$ cat config.mk
export PLATFORM = sky130hd
export DESIGN_NAME = execution_sequencer
export DESIGN_NICKNAME = d
export VERILOG_FILES = /design/src/rtl/execution_sequencer.sv
export SDC_FILE = /design/constraint.sdc
export NUM_CORES = 1
export LEC_CHECK = 0
export CORE_ASPECT_RATIO = 1.1
export CORE_UTILIZATION = 50
export CTS_CLUSTER_SIZE = 40
export DETAILED_ROUTE_END_ITERATION = 16
export GPL_TIMING_DRIVEN = 0
export HOLD_SLACK_MARGIN = 0.03
export PLACE_DENSITY = 0.8
export SLEW_MARGIN = 20
export SYNTH_ARGS = -nofsm -noshare
export SYNTH_HDL_FRONTEND = slang
export SYNTH_SLANG_ARGS = --single-unit
export TNS_END_PERCENT = 30
$ cat constraint.sdc
create_clock -name clk -period 4.76 [get_ports clk]
set_clock_uncertainty 0.1 [all_clocks]
set_input_delay 0.476 -clock clk [delete_from_list [all_inputs] [get_ports clk]]
set_output_delay 0.476 -clock clk [all_outputs]
set_load 0.03 [all_outputs]
$ cat src/rtl/execution_sequencer.sv
// Multi-cycle control sequencer for the CPU datapath: fetch, decode, execute, load/store and
// branch refill. Drives per-state strobes for the address register, memory, data register,
// register bank and CPSR write-back. HALT and FAULT are terminal until reset.
module execution_sequencer #(
  parameter int unsigned MEM_TIMEOUT = 15
) (
  input  logic        clk,
  input  logic        reset,
  input  logic [2:0]  ins_class,
  input  logic        cond_pass,
  input  logic        s_bit,
  input  logic        mem_ready,
  output logic        ir_load,
  output logic [1:0]  addr_sel,
  output logic        incr_en,
  output logic        mem_read,
  output logic        mem_write,
  output logic        datareg_load,
  output logic        reg_write,
  output logic        set_flags,
  output logic        pc_change,
  output logic        link_write,
  output logic        halted,
  output logic        fault,
  output logic [3:0]  state,
  output logic [31:0] retired
);

  typedef enum logic [3:0] {
    StFetch     = 4'd0,
    StDecode    = 4'd1,
    StExecute   = 4'd2,
    StMemAddr   = 4'd3,
    StMemWait   = 4'd4,
    StWriteback = 4'd5,
    StFill1     = 4'd6,
    StFill2     = 4'd7,
    StHalt      = 4'd8,
    StFault     = 4'd9
  } state_e;

  localparam logic [2:0] ClsDp  = 3'd0;
  localparam logic [2:0] ClsMul = 3'd1;
  localparam logic [2:0] ClsLdr = 3'd2;
  localparam logic [2:0] ClsStr = 3'd3;
  localparam logic [2:0] ClsB   = 3'd4;
  localparam logic [2:0] ClsBl  = 3'd5;
  localparam logic [2:0] ClsSwi = 3'd6;
  localparam logic [2:0] ClsUnd = 3'd7;

  localparam logic [1:0] SelIncr = 2'd0;
  localparam logic [1:0] SelAlu  = 2'd1;
  localparam logic [1:0] SelPc   = 2'd2;

  // Last permitted waiting-cycle count before the access is declared dead.
  localparam logic [3:0] TimeoutLast = 4'(MEM_TIMEOUT - 1);

  state_e      state_q, state_d;
  logic [3:0]  cnt_q, cnt_d;
  logic [2:0]  cls_q, cls_d;
  logic [31:0] retired_q;
  logic        halted_q, fault_q;
  logic        retire;
  logic        timeout_hit;
  logic        is_store;

  // Instruction class is captured in DECODE so later states do not depend on the decoder
  // holding its output stable.
  assign is_store    = (cls_q == ClsStr);
  assign timeout_hit = (cnt_q == TimeoutLast);

  // Next-state, class capture and retirement decision.
  always_comb begin
    state_d = state_q;
    cls_d   = cls_q;
    retire  = 1'b0;
    unique case (state_q)
      StFetch: begin
        if (mem_ready)        state_d = StDecode;
        else if (timeout_hit) state_d = StFault;
      end
      StDecode: begin
        cls_d = ins_class;
        if (ins_class == ClsUnd) begin
          state_d = StFault;
        end else if (!cond_pass) begin
          retire  = 1'b1;
          state_d = StFetch;
        end else if (ins_class == ClsSwi) begin
          retire  = 1'b1;
          state_d = StHalt;
        end else begin
          state_d = StExecute;
        end
      end
      StExecute: begin
        unique case (cls_q)
          ClsDp, ClsMul: begin
            retire  = 1'b1;
            state_d = StFetch;
          end
          ClsLdr, ClsStr: state_d = StMemAddr;
          ClsB, ClsBl:    state_d = StFill1;
          default:        state_d = StFault;
        endcase
      end
      StMemAddr: state_d = StMemWait;
      StMemWait: begin
        if (mem_ready) begin
          if (is_store) begin
            retire  = 1'b1;
            state_d = StFetch;
          end else begin
            state_d = StWriteback;
          end
        end else if (timeout_hit) begin
          state_d = StFault;
        end
      end
      StWriteback: begin
        retire  = 1'b1;
        state_d = StFetch;
      end
      StFill1: state_d = StFill2;
      StFill2: begin
        retire  = 1'b1;
        state_d = StFetch;
      end
      StHalt:  state_d = StHalt;
      StFault: state_d = StFault;
      default: state_d = StFault;
    endcase
  end

  // Wait counter runs only while stalled in an access state; any state change clears it.
  always_comb begin
    cnt_d = 4'd0;
    if ((state_d == state_q) && ((state_q == StFetch) || (state_q == StMemWait))) begin
      cnt_d = cnt_q + 4'd1;
    end
  end

  // State, counters and sticky status registers.
  always_ff @(posedge clk or posedge reset) begin
    if (reset) begin
      state_q   <= StFetch;
      cnt_q     <= 4'd0;
      cls_q     <= ClsDp;
      retired_q <= 32'd0;
      halted_q  <= 1'b0;
      fault_q   <= 1'b0;
    end else begin
      state_q   <= state_d;
      cnt_q     <= cnt_d;
      cls_q     <= cls_d;
      retired_q <= retired_q + 32'(retire);
      halted_q  <= halted_q | (state_d == StHalt);
      fault_q   <= fault_q | (state_d == StFault);
    end
  end

  // Per-state strobes; forced to the idle pattern while reset is asserted so a reset
  // mid-access drops the memory strobes immediately.
  always_comb begin
    ir_load      = 1'b0;
    addr_sel     = SelPc;
    incr_en      = 1'b0;
    mem_read     = 1'b0;
    mem_write    = 1'b0;
    datareg_load = 1'b0;
    reg_write    = 1'b0;
    set_flags    = 1'b0;
    pc_change    = 1'b0;
    link_write   = 1'b0;
    if (!reset) begin
      unique case (state_q)
        StFetch: begin
          mem_read = 1'b1;
          addr_sel = SelIncr;
          incr_en  = 1'b1;
          ir_load  = mem_ready;
        end
        StExecute: begin
          if ((cls_q == ClsDp) || (cls_q == ClsMul)) begin
            reg_write = 1'b1;
            set_flags = s_bit;
          end else if ((cls_q == ClsB) || (cls_q == ClsBl)) begin
            pc_change  = 1'b1;
            addr_sel   = SelAlu;
            link_write = (cls_q == ClsBl);
          end
        end
        StMemAddr: begin
          addr_sel     = SelAlu;
          datareg_load = is_store;
        end
        StMemWait: begin
          mem_read  = !is_store;
          mem_write = is_store;
          addr_sel  = SelAlu;
          if (mem_ready) begin
            if (is_store) addr_sel     = SelPc;
            else          datareg_load = 1'b1;
          end
        end
        StWriteback: reg_write = 1'b1;
        default: ;
      endcase
    end
  end

  assign halted  = halted_q;
  assign fault   = fault_q;
  assign state   = state_q;
  assign retired = retired_q;

endmodule
==> results of run 1 <==
[path summary, 6_finish.rpt]
kind                            slack (ns)                     to             startpoint  cells after the start
worst max register to register        1.50  retired[24]$_DFF_PP0_     state[1]$_DFF_PP0_                     10
worst min register to register        0.38  retired[31]$_DFF_PP0_  retired[31]$_DFF_PP0_                      1
min in group asynchronous             0.44     state[3]$_DFF_PP0_                  reset                      2
max in group asynchronous             3.64   retired[1]$_DFF_PP0_                  reset                      3
worst min-delay path                  0.38  retired[31]$_DFF_PP0_  retired[31]$_DFF_PP0_                      1
worst max-delay path                  1.50  retired[24]$_DFF_PP0_     state[1]$_DFF_PP0_                     10
[cell type report]
class / instances / area (sq um) / area share
flip-flops and latches: 45 / 1130 / 0.356
inverters: 12 / 45.0 / 0.0142
well taps: 54 / 67.6 / 0.0214
multi-input cells: 167 / 1190 / 0.375
plain buffers: 6 / 25.0 / 0.00791
clock inverters: 3 / 65.1 / 0.0206
repair buffers: 57 / 581 / 0.183
clock buffers: 5 / 68.8 / 0.0217
[kinds of logic (layout without fill, tap and decap cells)]
group	count (synthesis)	in the layout	synth area share
compound gates	27	27	0.0846
flops	45	45	0.473
simple gates	98	98	0.244
mux	1	1	0.00473
buf+inv	18	83	0.0294
xor+xnor	32	32	0.118
fa+ha+maj	9	9	0.0473
[where the power goes]
| part | leakage [nW] | switching (mW) | total, mW | internal, mW |
|---|---|---|---|---|
| clock network | 0.0681 | 0.127 | 0.336 | 0.208 |
| registers | 0.598 | 0 | 0.382 | 0.382 |
| logic | 0.677 | 0.0113 | 0.0193 | 0.00801 |
| total | 1.34 | 0.139 | 0.737 | 0.598 |
[stage by stage]
stage,area (sq um),std cells,power (mW),setup WS [ns],hold WS (ns)
2_1_floorplan,2380,230,0.397,1.58,0.360
3_3_place_gp,3010,340,0.407,1.38,0.358
3_5_place_dp,3030,341,0.409,1.32,0.363
4_1_cts,3160,349,0.743,1.56,0.383
5_1_grt,3160,349,0.758,1.27,0.412
6_report,3160,349,0.737,1.50,0.379
[critical path, delay by kind of cell (launching register included)]
kind,cells,cell delay (ns)
AND/OR/NAND/NOR,4,1.37
adder cells (fa/ha/maj),2,0.46
flip-flops,1,0.40
AO/OA/AOI/OAI,2,0.38
buffers and inverters,1,0.23
XOR/XNOR,1,0.18
[routing by layer]
metal | global-route usage | share of wire
met5 | 0 | 0
met4 | 0.0926 | 0.023
met3 | 0.0506 | 0.056
met2 | 0.358 | 0.47
met1 | 0.280 | 0.45
[registers in the layout, indices dropped and copies added, names as in the netlist]
register	flops
cnt_q	4
cls_q	3
halted	1
retired	32
state	4
fault	1
[synthesized netlist by cell type, types with 2 or more instances]
master	n	area [sq um]
dfrtp_1	45	1130
xnor2_1	25	219
nand3_1	15	75.1
nand4_1	14	87.6
nand2_1	13	48.8
nor2_1	12	45.0
inv_1	11	41.3
ha_1	9	113
and2_1	8	50.1
and3_1	8	50.1
nor3_1	8	40.0
o21ai_0	7	35.0
xor2_1	7	61.3
a21oi_1	6	30.0
and4_1	5	43.8
clkbuf_1	4	15.0
a22oi_1	2	15.0
buf_2	2	10.0
nand2b_1	2	12.5
==> summary.md, run 1 <==
| Metric | Value |
|---|---|
| Synthesized area | `2380 sq um` |
| Peak fanout along the critical path | `10` |
| Status | `finished clean` |
| Routed WL per cell | `14.8 microns` |
| Most used cell, CP | `ha_1` |
| Crit start category | `register` |
| Lkg Pwr | `1.34 nW` |
| Critical Path End Type | `register` |
| DIE AREA | `5050 sq um` |
| Starting Density | `0.536` |
| FFs w/ async S/R, synth | `1.00` |
| Commonest cells after routing, fill and taps aside | `clkdlybuf4s50_1, dfrtp_1, xnor2_1` |
| Final WL | `5.16 mm` |
| Nets | `311` |
| Seq/Total Area, Yosys | `0.473` |
| Cts hold-fix bufs | `0` |
| Largest net degree at the start of global routing | `32` |
| Slew headroom | `0.590` |
| Crit-path cells | `buf_2, nor3b_1, a22oi_1, o21ai_0, ha_1, ha_1, nand3_1, nor2_1, nand4_1, xnor2_1` |
| Critical path required time | `4.84 ns` |
| Vias in the first global route | `1778` |
| Crit share post-route | `0.685` |
| Layout cells sized above 1 | `0.0780` |
| Type of the worst setup path | `register to register` |
| Synth Register Bits | `45` |
| GR Overflow Total | `0` |
| Top Ports | `57` |
| Peak supply drop | `0.000284 V` |
| CP arrival | `3.34 ns` |
| Top_reg_cell synth | `dfrtp_1` |
| Fmax | `307 MHz` |
| Die span in y | `74.4 microns` |
| Vias per cell | `5.54` |
| Clk root buf | `clkbuf_8` |
| Core Rows | `25` |
| Fin crit period | `3.26 ns` |
| Final hold vios | `0` |
| Utilization after layout | `0.712` |
| Initial drt markers | `107` |
| CTS HTree Levels | `2` |
| Setup bufs post-CTS | `0` |
| Most common cell after layout, fill and taps aside | `clkdlybuf4s50_1` |
| TNS Setup | `0 ns` |
| Initial antenna violation count | `0` |
| Placer Congestion | `0.861` |
| Clk Latency, worst-skew pair | `0.30 ns` |
| Detail Placement HPWL | `3.80 mm` |
| Post-synth cell types | `46` |
| Via count | `1935` |
| Routed Antenna Nets | `0` |
| Max_cap viols | `0` |
| Post-Syn Nets | `247` |
| Layout fillers | `347` |
| Num CTS Buffers | `5` |
| Post-Synthesis Cells | `230` |
| Worst-path clk slew | `0.08 ns` |
| CP max stage delay | `0.48 ns` |
| Crit-path slowest cell | `nor3b_1` |
| Final Setup Violations | `0` |
| Max Slew Vio Count | `0` |
| Core Footprint | `4440 sq um` |
| Unrepaired setup endpoints after global routing | `false` |
| Syn. warnings | `0` |
| Mapped Avg Cell Area | `10.4 sq um` |
| Die X | `67.8 microns` |
| Tightest Pin Transition | `0.610 ns` |
| PortBufs | `56` |
| Clk sink count | `45` |
| Number of flops mapped to enable cells by yosys | `0` |
| Clk buf depth | `2` |
| GRT Resource Usage Total | `0.220` |
| Worst hold-check path type | `register to register` |
| TritonCTS clock tree | `built` |
| Area Overhead vs Synth | `32.8%` |
| First drt pass iteration count | `4` |
| Post-CTS sizing | `0` |
| PD cells | `233 nW/um^2` |
| DRC viols | `0` |
| First-pass GRT wire length | `8.21 mm` |
| # diodes | `0` |
Note: power is estimated with default switching activity, not from simulation.
==> run 2: changes to the inputs <==
--- a/config.mk
+++ b/config.mk
@@ -6,12 +6,12 @@
 export NUM_CORES = 1
 export LEC_CHECK = 0
 export CORE_ASPECT_RATIO = 1.1
-export CORE_UTILIZATION = 50
+export CORE_UTILIZATION = 45
 export CTS_CLUSTER_SIZE = 40
 export DETAILED_ROUTE_END_ITERATION = 16
 export GPL_TIMING_DRIVEN = 0
 export HOLD_SLACK_MARGIN = 0.03
-export PLACE_DENSITY = 0.8
+export PLACE_DENSITY = 0.76
 export SLEW_MARGIN = 20
 export SYNTH_ARGS = -nofsm -noshare
 export SYNTH_HDL_FRONTEND = slang
==> constraint.sdc (replaced) <==
create_clock -name clk -period 2.8 [get_ports clk]
set_clock_uncertainty 0.1 [all_clocks]
set_input_delay 0.28 -clock clk [delete_from_list [all_inputs] [get_ports clk]]
set_output_delay 0.28 -clock clk [all_outputs]
set_load 0.03 [all_outputs]
==> summary.md, run 2 (synthesis results as in run 1) <==
| Metric | Value |
|---|---|
| Status | `complete, but fails checks` |
| Failing checks | `design-rule violations` |
| CP arrival | `2.29 ns` |
| First drt pass iteration count | `10` |
| Die span in y | `78.3 microns` |
| GR Overflow Total | `0` |
| Via count | `1979` |
| Fmax | `375 MHz` |
| Critical path required time | `2.42 ns` |
| Crit share post-route | `0.953` |
| Final Worst Setup Slack | `0.131 ns` |
| Crit-path slowest cell | `clkdlybuf4s50_1` |
| Crit-path cells | `and3b_1, a21o_1, nand2b_1, a21oi_1, clkdlybuf4s50_1` |
| Peak supply drop | `0.000294 V` |
| GRT Resource Usage Total | `0.201` |
| Clk buf depth | `2` |
| Critical Path End Type | `output port` |
| Routed WL per cell | `15.2 microns` |
| Most common cell after layout, fill and taps aside | `clkdlybuf4s50_1` |
| CTS HTree Levels | `2` |
| Largest net degree at the start of global routing | `27` |
| CP max stage delay | `0.70 ns` |
| Die X | `71.4 microns` |
| Worst hold-check path type | `primary input to async pin` |
| Layout cells sized above 1 | `0.109` |
| Top Ports | `57` |
| Fin crit period | `2.67 ns` |
| Type of the worst setup path | `register to output port` |
| Placed cell count | `345` |
| Final hold vios | `0` |
| Unrepaired setup endpoints after global routing | `false` |
| Hold Worst Slack | `0.285 ns` |
| Final Setup Violations | `0` |
| Setup bufs post-CTS | `0` |
| Lkg Pwr | `1.39 nW` |
| Pre-CTS WS | `-0.459 ns` |
| Max_cap viols | `0` |
| First-pass GRT wire length | `8.76 mm` |
| Slew headroom | `0.649` |
| Area Overhead vs Synth | `35.7%` |
| Num CTS Buffers | `5` |
| Tightest Pin Transition | `0.524 ns` |
| Clk sink count | `45` |
| # diodes | `0` |
| Fin area | `3230 sq um` |
| Post-Layout Cell Count | `352` |
| Vias per cell | `5.62` |
| Nets | `310` |
| Clk Latency, worst-skew pair | `0.29 ns` |
| Max Slew Vio Count | `0` |
| Clk root buf | `clkbuf_8` |
| TritonCTS clock tree | `built` |
| Final WL | `5.35 mm` |
| Placer Congestion | `0.854` |
| Vias in the first global route | `1861` |
| Core Rows | `27` |
| PortBufs | `56` |
| DRC viols | `4` |
| Detail Placement HPWL | `3.88 mm` |
| Initial antenna violation count | `0` |
| Worst-path clk slew | `0.08 ns` |
| Core Footprint | `5030 sq um` |
| Routed Antenna Nets | `0` |
| Max FFs per register | `32` |
| PD cells | `366 nW/um^2` |
| Starting Density | `0.473` |
| Crit start category | `register` |
| Commonest cells after routing, fill and taps aside | `clkdlybuf4s50_1, dfrtp_1, xnor2_1` |
| Peak fanout along the critical path | `7` |
| Initial drt markers | `143` |
| Post-DP Area | `3040 sq um` |
| DIE AREA | `5590 sq um` |
## run 2: cell types whose count changed in the layout (fill, tap and decap cells not counted), sizes merged
cell           change
clkdlybuf4s50      -1
dlymetal6s2s       +1
bufinv             -1
clkbuf             +2
buf                -1
clkinv             -1
## run 2: path summary, 6_finish.rpt
path | start | to | slack (ns) | cells past startpoint
worst min register to register | retired[31]$_DFF_PP0_ | retired[31]$_DFF_PP0_ | 0.38 | 1
worst min-delay path | reset | cls_q[0]$_DFFE_PP0P_ | 0.29 | 2
min in group clk | retired[31]$_DFF_PP0_ | retired[31]$_DFF_PP0_ | 0.38 | 1
worst max register to register | state[1]$_DFF_PP0_ | retired[16]$_DFF_PP0_ | 0.19 | 10
max in group asynchronous | reset | retired[28]$_DFF_PP0_ | 1.82 | 3
worst max-delay path | cls_q[1]$_DFFE_PP0P_ | addr_sel[0] | 0.13 | 5
## run 2: stage by stage
stage          utilization  setup TNS [ns]  power (mW)
2_1_floorplan            -               0       0.675
3_3_place_gp         0.600           -5.10       0.692
3_5_place_dp         0.604           -5.96       0.696
4_1_cts              0.636               0        1.20
5_1_grt              0.642               0        1.23
6_report             0.642               0        1.18
## run 2: cell type report
class	instances	area [sq um]
Clock inverter	1	30.0
Tap cell	58	72.6
Buffer	5	26.3
Timing Repair Buffer	57	583
Multi-Input combinational cell	167	1260
Clock buffer	7	86.3
Inverter	12	45.0
Sequential cell	45	1130
Fill cell	393	1800
## run 2: per-layer routing
| metal | part of all wire | GRT usage | up-vias |
|---|---|---|---|
| li1 | - | - | 946 |
| met1 | 0.44 | 0.255 | 962 |
| met2 | 0.49 | 0.338 | 61 |
| met3 | 0.049 | 0.0385 | 10 |
| met4 | 0.016 | 0.0800 | 0 |
| met5 | 0 | 0 | - |
## run 2: repair_timing
item,in CTS,in global routing
endpoints found under the setup margin,23,24
hold buffers,0,0
gates cloned,0,0
pin swaps,1,2
gates resized for setup,7,13
## run 2: critical path: cells and delay by family (launching register included)
family	cells	cell delay, ns
buf+inv	1	0.70
flops	1	0.46
compound gates	2	0.41
simple gates	2	0.43
## run 2: where the power goes
part           leakage, nW  total, mW  switching [mW]  internal, mW
logic                0.731     0.0330          0.0194        0.0136
registers            0.598      0.649               0         0.649
clock network       0.0585      0.501           0.210         0.291
total                 1.39       1.18           0.230         0.954
